--- src/rtl/diff_out_app.sv ---
// diff_out_app: bus-mapped static level and pulse-burst driver for the 8 differential outputs
module diff_out_app (
    input  logic        xclk,
    input  logic        reset,
    input  logic        write_qualified,
    input  logic        read_qualified,
    input  logic [7:0]  ab,
    input  logic [15:0] db_in,
    output logic [15:0] db_out_DIFO,
    output logic        data_from_DIFO_avail,
    output logic [7:0]  diff_out
);
    localparam logic [7:0] WRITE_DIFF_OUT           = 8'h60;
    localparam logic [7:0] WRITE_DIFF_OUT_MASK      = 8'h61;
    localparam logic [7:0] WRITE_DIFF_OUT_HALF_PER  = 8'h62;
    localparam logic [7:0] WRITE_DIFF_OUT_PULSE_CNT = 8'h63;
    localparam logic [7:0] READ_DIFF_OUT            = 8'h64;
    localparam logic [7:0] READ_DIFF_OUT_STATUS     = 8'h65;
    localparam logic [7:0] READ_DIFF_OUT_REMAIN     = 8'h66;

    typedef enum logic {IDLE, RUN} state_t;

    state_t      state_q, state_d;
    logic [7:0]  out_level_q, out_level_d, mask_q, mask_d, active_mask_q, active_mask_d;
    logic [15:0] half_per_q, half_per_d, hp_cnt_q, hp_cnt_d, remain_q, remain_d;
    logic        phase_q, phase_d, done_q, done_d;
    logic [7:0]  diff_out_q, diff_out_d;
    logic [15:0] db_out_q, db_out_d;
    logic        avail_q, avail_d;
    logic [15:0] hp_reload;
    logic        done_set;

    // Next-state: register writes, burst timing, abort/start, output and read mux
    always_comb begin
        state_d       = state_q;
        out_level_d   = out_level_q;
        mask_d        = mask_q;
        half_per_d    = half_per_q;
        active_mask_d = active_mask_q;
        phase_d       = phase_q;
        hp_cnt_d      = hp_cnt_q;
        remain_d      = remain_q;
        done_d        = done_q;
        db_out_d      = db_out_q;
        avail_d       = avail_q;
        done_set      = 1'b0;
        hp_reload     = (half_per_q == 16'd0) ? 16'd0 : half_per_q - 16'd1;
        if (write_qualified && ab == WRITE_DIFF_OUT) out_level_d = db_in[7:0];
        if (write_qualified && ab == WRITE_DIFF_OUT_MASK) mask_d = db_in[7:0];
        if (write_qualified && ab == WRITE_DIFF_OUT_HALF_PER) half_per_d = db_in;
        if (state_q == RUN) begin
            if (hp_cnt_q != 16'd0) begin
                hp_cnt_d = hp_cnt_q - 16'd1;
            end else begin
                hp_cnt_d = hp_reload;
                phase_d  = ~phase_q;
                if (phase_q) begin
                    remain_d = remain_q - 16'd1;
                    if (remain_q == 16'd1) begin
                        state_d       = IDLE;
                        active_mask_d = 8'h00;
                        done_set      = 1'b1;
                    end
                end
            end
        end
        if (write_qualified && ab == WRITE_DIFF_OUT_PULSE_CNT) begin
            if (state_q == IDLE && db_in != 16'd0 && mask_q != 8'h00) begin
                state_d       = RUN;
                active_mask_d = mask_q;
                phase_d       = 1'b1;
                hp_cnt_d      = hp_reload;
                remain_d      = db_in;
                done_d        = 1'b0;
            end else if (state_q == RUN && db_in == 16'd0) begin
                state_d       = IDLE;
                phase_d       = 1'b0;
                active_mask_d = 8'h00;
                remain_d      = 16'd0;
                done_set      = 1'b0;
            end
        end
        done_d     = done_d | done_set;
        diff_out_d = out_level_d ^ (active_mask_d & {8{phase_d}});
        if (read_qualified) begin
            avail_d  = (ab == READ_DIFF_OUT) || (ab == READ_DIFF_OUT_STATUS) || (ab == READ_DIFF_OUT_REMAIN);
            db_out_d = (ab == READ_DIFF_OUT)        ? {8'h00, diff_out_d} :
                       (ab == READ_DIFF_OUT_STATUS) ? {14'h0, done_d, state_d == RUN} :
                       (ab == READ_DIFF_OUT_REMAIN) ? remain_d : 16'hFFFF;
            if (ab == READ_DIFF_OUT_STATUS && !done_set) done_d = 1'b0;
        end
    end

    // State register with synchronous reset
    always_ff @(posedge xclk) begin
        if (reset) begin
            state_q       <= IDLE;
            out_level_q   <= 8'h00;
            mask_q        <= 8'h00;
            half_per_q    <= 16'd0;
            active_mask_q <= 8'h00;
            phase_q       <= 1'b0;
            hp_cnt_q      <= 16'd0;
            remain_q      <= 16'd0;
            done_q        <= 1'b0;
            diff_out_q    <= 8'h00;
            db_out_q      <= 16'd0;
            avail_q       <= 1'b0;
        end else begin
            state_q       <= state_d;
            out_level_q   <= out_level_d;
            mask_q        <= mask_d;
            half_per_q    <= half_per_d;
            active_mask_q <= active_mask_d;
            phase_q       <= phase_d;
            hp_cnt_q      <= hp_cnt_d;
            remain_q      <= remain_d;
            done_q        <= done_d;
            diff_out_q    <= diff_out_d;
            db_out_q      <= db_out_d;
            avail_q       <= avail_d;
        end
    end

    assign diff_out             = diff_out_q;
    assign db_out_DIFO          = db_out_q;
    assign data_from_DIFO_avail = avail_q;
endmodule

--- config.mk ---
export PLATFORM = sky130hd
export DESIGN_NAME = diff_out_app
export DESIGN_NICKNAME = d
export VERILOG_FILES = /design/src/rtl/diff_out_app.sv
export SDC_FILE = /design/constraint.sdc
export NUM_CORES = 1
export LEC_CHECK = 0
export ABC_AREA = 1
export BUFFER_PORTS_ARGS = -buffer_cell sky130_fd_sc_hd__buf_2
export CORE_MARGIN = 5
export CORE_UTILIZATION = 40
export CTS_CLUSTER_SIZE = 14
export DETAILED_ROUTE_END_ITERATION = 8
export PLACE_DENSITY = 0.55
export SLEW_MARGIN = 20
export SYNTH_ARGS = -nofsm -noshare
export SYNTH_HDL_FRONTEND = slang
export SYNTH_SLANG_ARGS = --single-unit
--- constraint.sdc ---
create_clock -name xclk -period 4.2 [get_ports xclk]
set_input_delay 0.42 -clock xclk [delete_from_list [all_inputs] [get_ports xclk]]
set_output_delay 0.42 -clock xclk [all_outputs]
set_load 0.05 [all_outputs]
Word-level counts from Yosys, hierarchy flattened

Cells that the tools add are included.

Bits in registers: 100
Bits in latches: 0
Memory bits (writable): 0
Memory bits (read-only): 0
Bits of input ports: 28
Output and inout port bits: 25
Word-level logic and storage cells: 89
Memories: 0

Add/subtract/negate cells: 3
Multiply operators: 0
Divide/modulo/power cells: 0
Magnitude comparators: 0
Equality and inequality tests: 8
Shift operators: 0
Multiplexer cells: 45
Bitwise operators: 5
Reduce and logical (&&, ||, !) cells: 16

Operators by type and width:

| kind                                                | number |
|---|---|
| two-way mux 16 bit                                  | 14 |
| two-way mux 8 bit                                   | 8 |
| == test 8 x 7 -> 1 bit (second input constant)      | 7 |
| subtractor 16 x 1 -> 16 bit (second input constant) | 3 |
| logical NOT 16 bit                                  | 2 |
| nonzero test 16 bit                                 | 2 |
| two-way mux 1 bit                                   | 23 |
| == test 16 x 1 -> 1 bit (second input constant)     | 1 |
| AND 8 bit                                           | 1 |
| logical AND 1 bit                                   | 8 |
| nonzero test 8 bit                                  | 1 |
| XOR 8 bit                                           | 1 |
| logical OR 1 bit                                    | 2 |
| inverter 1 bit                                      | 2 |
| logical NOT 1 bit                                   | 1 |
| bitwise OR 1 bit                                    | 1 |

Logic depth before layout (Yosys ltp)

Gate-level depths: netlist of run 1.

Depth after elaboration: 12
Mapped depth: 15
Depth with buffers taken out: 14

Worst setup path after synthesis of run 1

Ideal clock, no wire load.

Path kind: reg2reg
Start: register hp_cnt_q[0]
End: register db_out_q[1], in the netlist db_out_DIFO[1]
Data arrival time: 1.624 ns
Required time: 4.070 ns
Slack: 2.446 ns
Stages on the path, launching flop included: 15
Buffers on the path: 1
Clock period less this slack: 1.754 ns
Cells stage by stage: dfxtp_1 > inv_1 > ha_1 > nand3_1 > inv_1 > nand2_2 > nor2_8 > nand3_1 > nand3_1 > nand2_2 > buf_6 > nand4_1 > nand3_1 > nand2_1 > a21oi_2

Cells in the longest elaborated chain, start to end: 9
Elaborated cells between the ends (all ways): 27
Classes of those cells: mux: 23; bitwise: 3; reduce/logical: 1

Ends and longest elaborated chain:

| what                                                   | RTL line | RTL |
|---|---|---|
| from (decl)                                            | 25       | `logic [15:0] half_per_q, half_per_d, hp_cnt_q, hp_cnt_d, remain_q, remain_d;` |
| from (signal assigned)                                 | 116      | `hp_cnt_q <= hp_cnt_d;` |
| nonzero test 16 bit *                                  | 52       | `if (hp_cnt_q != 16'd0) begin` |
| two-way mux 16 bit, or another cell as far along       | 52       |  |
| two-way mux 16 bit, or another cell as far along       | 51       | `if (state_q == RUN) begin` |
| two-way mux 16 bit, or another cell as far along       | 75       | `end else if (state_q == RUN && db_in == 16'd0) begin` |
| two-way mux 16 bit, or another cell as far along       | 68       | `if (state_q == IDLE && db_in != 16'd0 && mask_q != 8'h00) begin` |
| two-way mux 16 bit, or another cell as far along       | 67       | `if (write_qualified && ab == WRITE_DIFF_OUT_PULSE_CNT) begin` |
| two-way mux 16 bit, or another cell as far along       | 89       | `(ab == READ_DIFF_OUT_REMAIN) ? remain_d : 16'hFFFF;` |
| two-way mux 16 bit / XOR 8 bit (equally long branches) | 88, 84   |  |
| two-way mux 16 bit *                                   | 87       | `db_out_d = (ab == READ_DIFF_OUT) ? {8'h00, diff_out_d} :` |
| to (signal assigned)                                   | 120      | `db_out_q <= db_out_d;` |
| to (decl)                                              | 28       | `logic [15:0] db_out_q, db_out_d;` |

Mark *: on every way between the ends. The rest lies on a longest branch, timed or not.
A chain may end at the register's enable or synchronous reset.

Final worst setup path of run 1

Start: register state_q
End: register db_out_q[2], in the netlist db_out_DIFO[2]

Cells in the longest elaborated chain, start to end: 8
Elaborated cells between the ends (all ways): 21
Classes of those cells: mux: 15; bitwise: 3; reduce/logical: 3

Ends and longest elaborated chain:

| what                                                                       | RTL line | RTL |
|---|---|---|
| from (decl)                                                                | 23       | `state_t state_q, state_d;` |
| from (signal assigned)                                                     | 110      | `state_q <= state_d;` |
| parallel branches: the longest is 7 deep, another holds two-way mux 16 bit | -        |  |
| two-way mux 16 bit *                                                       | 87       |  |

Mark *: on every way between the ends.

==> flow_metrics.py, run 1 <==
metrics = {
    "synthesis": {
        "yosysWarningCount": 0,
        "synth_seq_area_share": 0.3596,
        "instance_count_of_the_mapped_netlist": 829,
        "postSynth.asyncResetShare": 0,
        "synth_ff_type": "sky130_fd_sc_hd__dfxtp_1",
        "post_synth_num_cell_types": 47,
        "synthesis.nets": 862,
        "fraction_of_synthesized_cell_area_taken_by_the_top_area_cell_type": 0.3596,
        "synth.ff_latch_count": 100,
        "synth_top_cells_by_area": "sky130_fd_sc_hd__dfxtp_1, sky130_fd_sc_hd__nand2_1, sky130_fd_sc_hd__nor2_1, sky130_fd_sc_hd__a21oi_1, sky130_fd_sc_hd__nand3_1",
        "synth_enable_flop_cells": 0,
        "mean_instance_size_in_the_synthesized_netlist_um2": 6.716,
        "post_synth_instance_area_um2": 5568,
        "synth_top_cell_by_area": "sky130_fd_sc_hd__dfxtp_1",
    },
    "die": {
        "core_outline_area_um2": 13770,
        "die_w_um": 128.0,
        "die_height_um": 128.0,
        "fp.dieArea_um2": 16380,
        "num_rows": 43,
        "initial_core_util": 0.4043,
        "top_level_ports": 53,
    },
    "cts": {
        "cts_post_setup_buffers_inserted": 0,
        "cts_hold_repair.buffers": 0,
        "maximum_buffer_depth_of_the_clock_tree": 2,
        "cts_max_level": 3,
        "cts_num_sinks": 100,
        "post_cts.resized_instances": 0,
        "worst_setup_hold_path_clk_slew_ps": 80,
        "tritoncts": "done",
        "cts-root-buf": "sky130_fd_sc_hd__clkbuf_16",
        "cts_made_buffers": 9,
        "clock_latency_ps": 360,
    },
    "setup_path": {
        "critPathArrivalTime_ps": 2660,
        "critical-path-slowest-cell": "sky130_fd_sc_hd__dfxtp_1",
        "end_of_the_worst_register_to_register_path": "db_out_DIFO[2]",
        "required_ps": 4490,
        "worst-path-max-fanout": 11,
        "worst-setup-path-type": "reg2reg",
        "timing.critical_path.mode_cell": "sky130_fd_sc_hd__nand3_1",
        "worstPathCellList": "buf_4 -> inv_2 -> nor3_4 -> nand3_1 -> nand2_1 -> nand3_1 -> nand2_2 -> inv_2 -> o21ai_2 -> nand3_1 -> a21oi_1",
        "cp-start-kind": "register",
        "timing.critical_path.to_type": "register",
        "rr_startpoint": "state_q",
        "setup.reg_to_reg.worst_slack_ps": 1830,
        "path_delay_family": "simple AND/OR/NAND/NOR gates",
        "worstPathBufferInverterCount": 3,
        "worst-r2r-cell-count": 11,
        "largest_incremental_delay_on_the_critical_path_ps": 550,
    },
    "cells_and_area": {
        "num-nets-final": 901,
        "layout.cells.most_common_list": "sky130_fd_sc_hd__nand2_1, sky130_fd_sc_hd__nor2_1, sky130_fd_sc_hd__dfxtp_1, sky130_fd_sc_hd__inv_1, sky130_fd_sc_hd__a21oi_1",
        "post_route_cells_drive_above_1_share": 0.1501,
        "layout_commonest_cell": "sky130_fd_sc_hd__nand2_1",
        "fill_cells": 1503,
        "area_delta_synth_final_pct": 12.13,
        "instances_no_fill": 1053,
        "final_area_um2": 6243,
        "insertedDiodeCount": 0,
    },
    "placement": {
        "dp_hpwl_um": 12260,
        "gp_congestion": 0.9335,
        "dpl_worst_slack_ps": 1633,
        "placedInstanceArea_um2": 5927,
        "placed_cells_incl_taps": 1037,
        "portBuffers": 52,
    },
    "min_path": {
        "min_delay_path_depth": 3,
        "hold_class": "in2reg",
        "hold_path_end": "db_out_DIFO[3]",
        "holdCritStartpoint": "read_qualified",
    },
    "sta": {
        "final_critical_path_time_including_i_o_delays_and_setup_ps": 2372,
        "drv_slew": 0,
        "final-hold-violation-count": 0,
        "post_route_skew_ps": 7.085,
        "maxClockFrequency_ghz": 0.4216,
        "setup_slack_ps": 1828,
        "setup-violations-final": 0,
        "timing.slew.headroom": 0.4174,
        "timing.setup.tns_ps": 0,
        "worst_slew_pin_slew_ps": 872.9,
        "timing.final.crit_share": 0.5648,
        "unrepaired_setup_endpoints_after_global_routing": "no",
    },
    "global_routing": {
        "grt_antenna_before_repair": 0,
        "maximum_number_of_pins_on_one_net_before_global_route_repair": 69,
        "grt.total_usage": 0.2001,
        "overflow": 0,
        "grt_first_pass_wirelength_um": 26130,
        "grt_pass1_vias": 5284,
    },
    "route": {
        "first_pass_iters": 6,
        "drtAntennaViolNets": 0,
        "drt_iter0_drc": 420,
        "wire_length_reported_by_the_detailed_router_um": 16180,
        "vias": 5499,
        "detail_route.vias_per_cell": 5.222,
        "drc_violation_count_after_routing": 0,
        "routed_wire_length_per_instance_um": 15.36,
    },
    "pwr": {
        "vdd_ir_drop_max_mv": 0.1741,
        "p_leak_nw": 2.775,
        "cell_area_power_density_nw_per_um2": 322.4,
    },
    "run": {
        "cap_viol_max_count": 0,
    },
    "outcome": {
        "outcome": "finished clean",
    },
}
routing by layer:
metal	global-route usage	vias up	wire length, um
li1	-	2778	-
met1	0.2620	2556	7471
met2	0.3195	126	7617
met3	0.04917	39	614
met4	0.07491	0	471
met5	0	-	0
Yosys cell counts, types with 2 or more instances:
| master | instances |
|---|---|
| sky130_fd_sc_hd__nand3_2 | 5 |
| sky130_fd_sc_hd__o21a_1 | 6 |
| sky130_fd_sc_hd__buf_4 | 3 |
| sky130_fd_sc_hd__buf_2 | 2 |
| sky130_fd_sc_hd__nand2_2 | 13 |
| sky130_fd_sc_hd__o21ai_1 | 6 |
| sky130_fd_sc_hd__a21oi_1 | 64 |
| sky130_fd_sc_hd__o22ai_1 | 5 |
| sky130_fd_sc_hd__xor2_1 | 17 |
| sky130_fd_sc_hd__o31ai_1 | 2 |
| sky130_fd_sc_hd__buf_6 | 4 |
| sky130_fd_sc_hd__o21ai_2 | 3 |
| sky130_fd_sc_hd__nor2_1 | 116 |
| sky130_fd_sc_hd__nor2_2 | 12 |
| sky130_fd_sc_hd__nor2_8 | 2 |
| sky130_fd_sc_hd__nand3_1 | 63 |
| sky130_fd_sc_hd__nor3_1 | 16 |
| sky130_fd_sc_hd__o21ai_0 | 40 |
| sky130_fd_sc_hd__or2_2 | 5 |
| sky130_fd_sc_hd__inv_2 | 8 |
| sky130_fd_sc_hd__o211ai_1 | 2 |
| sky130_fd_sc_hd__nand2_1 | 180 |
| sky130_fd_sc_hd__nand4_1 | 24 |
| sky130_fd_sc_hd__clkbuf_1 | 16 |
| sky130_fd_sc_hd__xnor2_1 | 3 |
| sky130_fd_sc_hd__dfxtp_1 | 100 |
| sky130_fd_sc_hd__or2_1 | 2 |
| sky130_fd_sc_hd__nor3_2 | 2 |
| sky130_fd_sc_hd__nor3b_1 | 2 |
| sky130_fd_sc_hd__nor2_4 | 3 |
| sky130_fd_sc_hd__ha_1 | 5 |
| sky130_fd_sc_hd__nor4_1 | 2 |
| sky130_fd_sc_hd__inv_1 | 82 |
sequential cells by signal, indices dropped and copies added, names as in the netlist:
name / flops
diff_out: 8
remain_q: 16
state_q: 1
hp_cnt_q: 16
active_mask_q: 8
half_per_q: 16
db_out_DIFO: 16
mask_q: 8
done_q: 1
phase_q: 1
data_from_DIFO_avail: 1
out_level_q: 8
stage by stage:
stage	hold slack, ps	total power [mW]	util
after floorplan	447.9	1.077	-
after global placement	453.3	1.128	0.4303
after detailed placement	457.5	1.129	0.4303
after CTS	379.4	2.031	0.4531
final	385.3	2.013	0.4533
after global routing	405.2	2.085	0.4533
kinds of logic after synthesis:
| kind of cell | count (synthesis) | synth area share |
|---|---|---|
| fa+ha+maj | 5 | 0.01124 |
| buf+inv | 117 | 0.08719 |
| xor+xnor | 20 | 0.03146 |
| compound gates | 133 | 0.1303 |
| simple gates | 453 | 0.3784 |
| flops | 100 | 0.3596 |
| mux | 1 | 0.001798 |
how the worst max path moves through the flow:
| stage | start | to | slack [ps] | cells after the start |
|---|---|---|---|---|
| floorplan | hp_cnt_q[0] | db_out_DIFO[1] | 2450 | 14 |
| global placement | ab[7] | db_out_DIFO[6] | 1660 | 9 |
| detailed placement | ab[7] | db_out_DIFO[6] | 1630 | 9 |
| CTS | state_q | db_out_DIFO[2] | 1830 | 11 |
| global route | state_q | db_out_DIFO[4] | 1600 | 11 |
| finish | state_q | db_out_DIFO[2] | 1830 | 11 |
layout make-up:
| type | instances | area (um2) | share of cell area |
|---|---|---|---|
| clock inverter | 7 | 88.84 | 0.01423 |
| inverter | 91 | 344.1 | 0.05511 |
| tap | 180 | 225.2 | 0.03607 |
| timing repair buffer | 54 | 275.3 | 0.04409 |
| multi-input combinational | 612 | 3083 | 0.4938 |
| clock buffer | 9 | 225.2 | 0.03607 |
| sequential | 100 | 2002 | 0.3206 |
power breakdown:
part | internal [mW] | switching [mW]
Combinational | 0.0330 | 0.108
Clock | 0.480 | 0.427
Sequential | 0.959 | 0.00565
worst register-to-register path: stages, from the launching register on:
cell                      delay (ps)
sky130_fd_sc_hd__dfxtp_1         550
sky130_fd_sc_hd__buf_4           240
sky130_fd_sc_hd__inv_2            90
sky130_fd_sc_hd__nor3_4          250
sky130_fd_sc_hd__nand3_1         170
sky130_fd_sc_hd__nand2_1         100
sky130_fd_sc_hd__nand3_1          90
sky130_fd_sc_hd__nand2_2         210
sky130_fd_sc_hd__inv_2           140
sky130_fd_sc_hd__o21ai_2         170
sky130_fd_sc_hd__nand3_1          90
sky130_fd_sc_hd__a21oi_1         180
(Power assumes the default switching activity.)
==> inputs of run 2 (changes only) <==
Settings changed: PLACE_DENSITY 0.55 to 0.57.
Clock period 4.2 ns to 2 ns, I/O delays scaled along.
==> run 2 against run 1 <==
  * Clock power grew 96%
  * Flip-flop and latch count is the same
  * Worst setup slack lost 1700 ps
  * Final cell count grew 5.4%
  * Sequential power grew 110%
  * Clock skew grew 2.9 ps
  * Via count grew 1.5%
  * Fmax grew 26%
  * First-iteration DRC count shrank 7.1%
  * Utilization grew 4.0 points
  * Register-to-register slack lost 1700 ps
==> flow_metrics.py, run 2 (synthesized netlist as in run 1, its figures left out) <==
metrics = {
    "cts": {
        "cts_num_sinks": 100,
        "clock_latency_ps": 370,
        "cts_made_buffers": 9,
        "tritoncts": "done",
        "maximum_buffer_depth_of_the_clock_tree": 2,
        "cts_hold_repair.buffers": 0,
        "cts_max_level": 3,
        "cts-root-buf": "sky130_fd_sc_hd__clkbuf_16",
        "cts_post_setup_buffers_inserted": 0,
        "worst_setup_hold_path_clk_slew_ps": 70,
    },
    "global_routing": {
        "overflow": 0,
        "global_route.usage.met3": 0.03917,
        "grt_first_pass_wirelength_um": 27030,
        "grt_pass1_vias": 5357,
        "grt_antenna_before_repair": 0,
        "globalRouteMet1Util": 0.2731,
        "grt.total_usage": 0.2087,
        "maximum_number_of_pins_on_one_net_before_global_route_repair": 45,
        "use_met2": 0.3472,
        "grt_most_used_layer": "met2",
    },
    "cells_and_area": {
        "area_delta_synth_final_pct": 22.07,
        "fill_cells": 1471,
        "insertedDiodeCount": 0,
        "layout_commonest_cell": "sky130_fd_sc_hd__nand2_1",
        "num-nets-final": 958,
        "post_route_cells_drive_above_1_share": 0.2247,
        "final_area_um2": 6797,
        "layout.cells.most_common_list": "sky130_fd_sc_hd__nand2_1, sky130_fd_sc_hd__nor2_1, sky130_fd_sc_hd__dfxtp_1, sky130_fd_sc_hd__inv_1, sky130_fd_sc_hd__a21oi_1",
    },
    "sta": {
        "timing.final.crit_share": 0.9443,
        "setup_slack_ps": 111.5,
        "post_route_skew_ps": 9.971,
        "timing.slew.headroom": 0.5222,
        "setup-violations-final": 0,
        "final-hold-violation-count": 0,
        "drv_slew": 0,
        "finalHoldWorstSlack_ps": 159.5,
        "maxClockFrequency_ghz": 0.5295,
        "worst_slew_pin_slew_ps": 716.0,
        "final_critical_path_time_including_i_o_delays_and_setup_ps": 1889,
    },
    "placement": {
        "dpl_worst_slack_ps": -26.02,
        "placedInstanceArea_um2": 6367,
        "dp_hpwl_um": 12840,
        "portBuffers": 52,
        "gp_congestion": 0.8694,
    },
    "die": {
        "top_level_ports": 53,
        "fp.dieArea_um2": 16380,
        "die_height_um": 128.0,
        "initial_core_util": 0.4043,
        "core_outline_area_um2": 13770,
        "num_rows": 43,
        "die_w_um": 128.0,
    },
    "outcome": {
        "outcome": "finished clean",
    },
    "route": {
        "wire_length_reported_by_the_detailed_router_um": 16640,
        "drt_iter0_drc": 390,
        "drtAntennaViolNets": 0,
        "drc_violation_count_after_routing": 0,
        "routed_wire_length_per_instance_um": 14.99,
        "detail_route.vias_per_cell": 5.026,
        "first_pass_iters": 5,
        "vias": 5579,
    },
    "setup_path": {
        "critPathArrivalTime_ps": 2140,
        "worst-path-max-fanout": 4,
        "worstPathCellList": "nor2_1 -> nand2_1 -> nor2_2 -> nor2_2 -> buf_4 -> nand2_2 -> nor2_4 -> buf_4 -> nor2_1 -> nand2_1 -> nand2_1 -> nand2_1 -> a21oi_1 -> a21oi_1",
        "required_ps": 2250,
        "cp-start-kind": "register",
        "worst-setup-path-type": "reg2reg",
        "critical-path-slowest-cell": "sky130_fd_sc_hd__dfxtp_1",
        "timing.critical_path.mode_cell": "sky130_fd_sc_hd__nand2_1",
        "timing.critical_path.to_type": "register",
        "largest_incremental_delay_on_the_critical_path_ps": 330,
    },
    "min_path": {
        "hold_class": "in2reg",
    },
    "pwr": {
        "p_leak_nw": 3.079,
        "cell_area_power_density_nw_per_um2": 607.1,
        "vdd_ir_drop_max_mv": 0.4133,
    },
    "run": {
        "cap_viol_max_count": 0,
    },
}
## run 2: cell types whose count changed in the layout (fill, tap and decap cells not counted), sizes merged
| cell | previous run | this run |
|---|---|---|
| clkinvlp | 1 | 0 |
| clkbuf | 9 | 10 |
| clkinv | 0 | 1 |
| buf | 54 | 111 |
| bufinv | 1 | 0 |
## run 2: critical path, delay by kind of cell, from the launching register on
family                 cells  cell delay, ps
and+or+nand+nor           10             880
DFF                        1             330
buffers and inverters      2             300
AOI/OAI and AO/OA          2             280
## run 2: where the power goes
group | leakage [nW] | switching (mW) | total, mW | internal [mW]
registers | 0.812 | 0.0118 | 2.03 | 2.01
logic | 2.12 | 0.234 | 0.325 | 0.0912
clock network | 0.145 | 0.871 | 1.78 | 0.904
total | 3.08 | 1.12 | 4.13 | 3.01
## run 2: path summary, 6_finish.rpt
kind	slack, ps	cells after the start	from	to
setup / recovery	110	14	mask_q[6]	db_out_DIFO[5]
hold / removal	160	3	db_in[13]	remain_q[13]
hold reg to reg	470	2	db_out_DIFO[9]	db_out_DIFO[9]
setup reg to reg	110	14	mask_q[6]	db_out_DIFO[5]
## run 2: routing by layer
layer,part of all wire,vias up
met5,0,-
met4,0.017,0
met3,0.044,16
met2,0.48,114
met1,0.46,2560
li1,-,2889
## run 2: cell type report
| cell class | instances | area [um2] | share of cell area |
|---|---|---|---|
| inverters | 91 | 346.6 | 0.05099 |
| clock inverters | 6 | 52.55 | 0.007732 |
| well taps | 180 | 225.2 | 0.03314 |
| flip-flops and latches | 100 | 2006 | 0.2951 |
| multi-input cells | 612 | 3212 | 0.4726 |
| clock buffers | 10 | 239.0 | 0.03516 |
| repair buffers | 111 | 715.7 | 0.1053 |
## run 2: repair_timing
action,in CTS,in global routing
setup endpoints to repair,2,32
resized for setup,2,33
pin swaps,0,7
## run 2: stage by stage
stage | TNS (ps) | utilization | total power [mW] | cells
finish | 0 | 0.4935 | 4.126 | 1110
floorplan | 0 | - | 2.261 | 829
CTS | 0 | 0.4840 | 4.156 | 1110
detailed placement | -26.02 | 0.4623 | 2.398 | 1094
global route | -20.66 | 0.4935 | 4.262 | 1110
global placement | -2.837 | 0.4623 | 2.399 | 1094
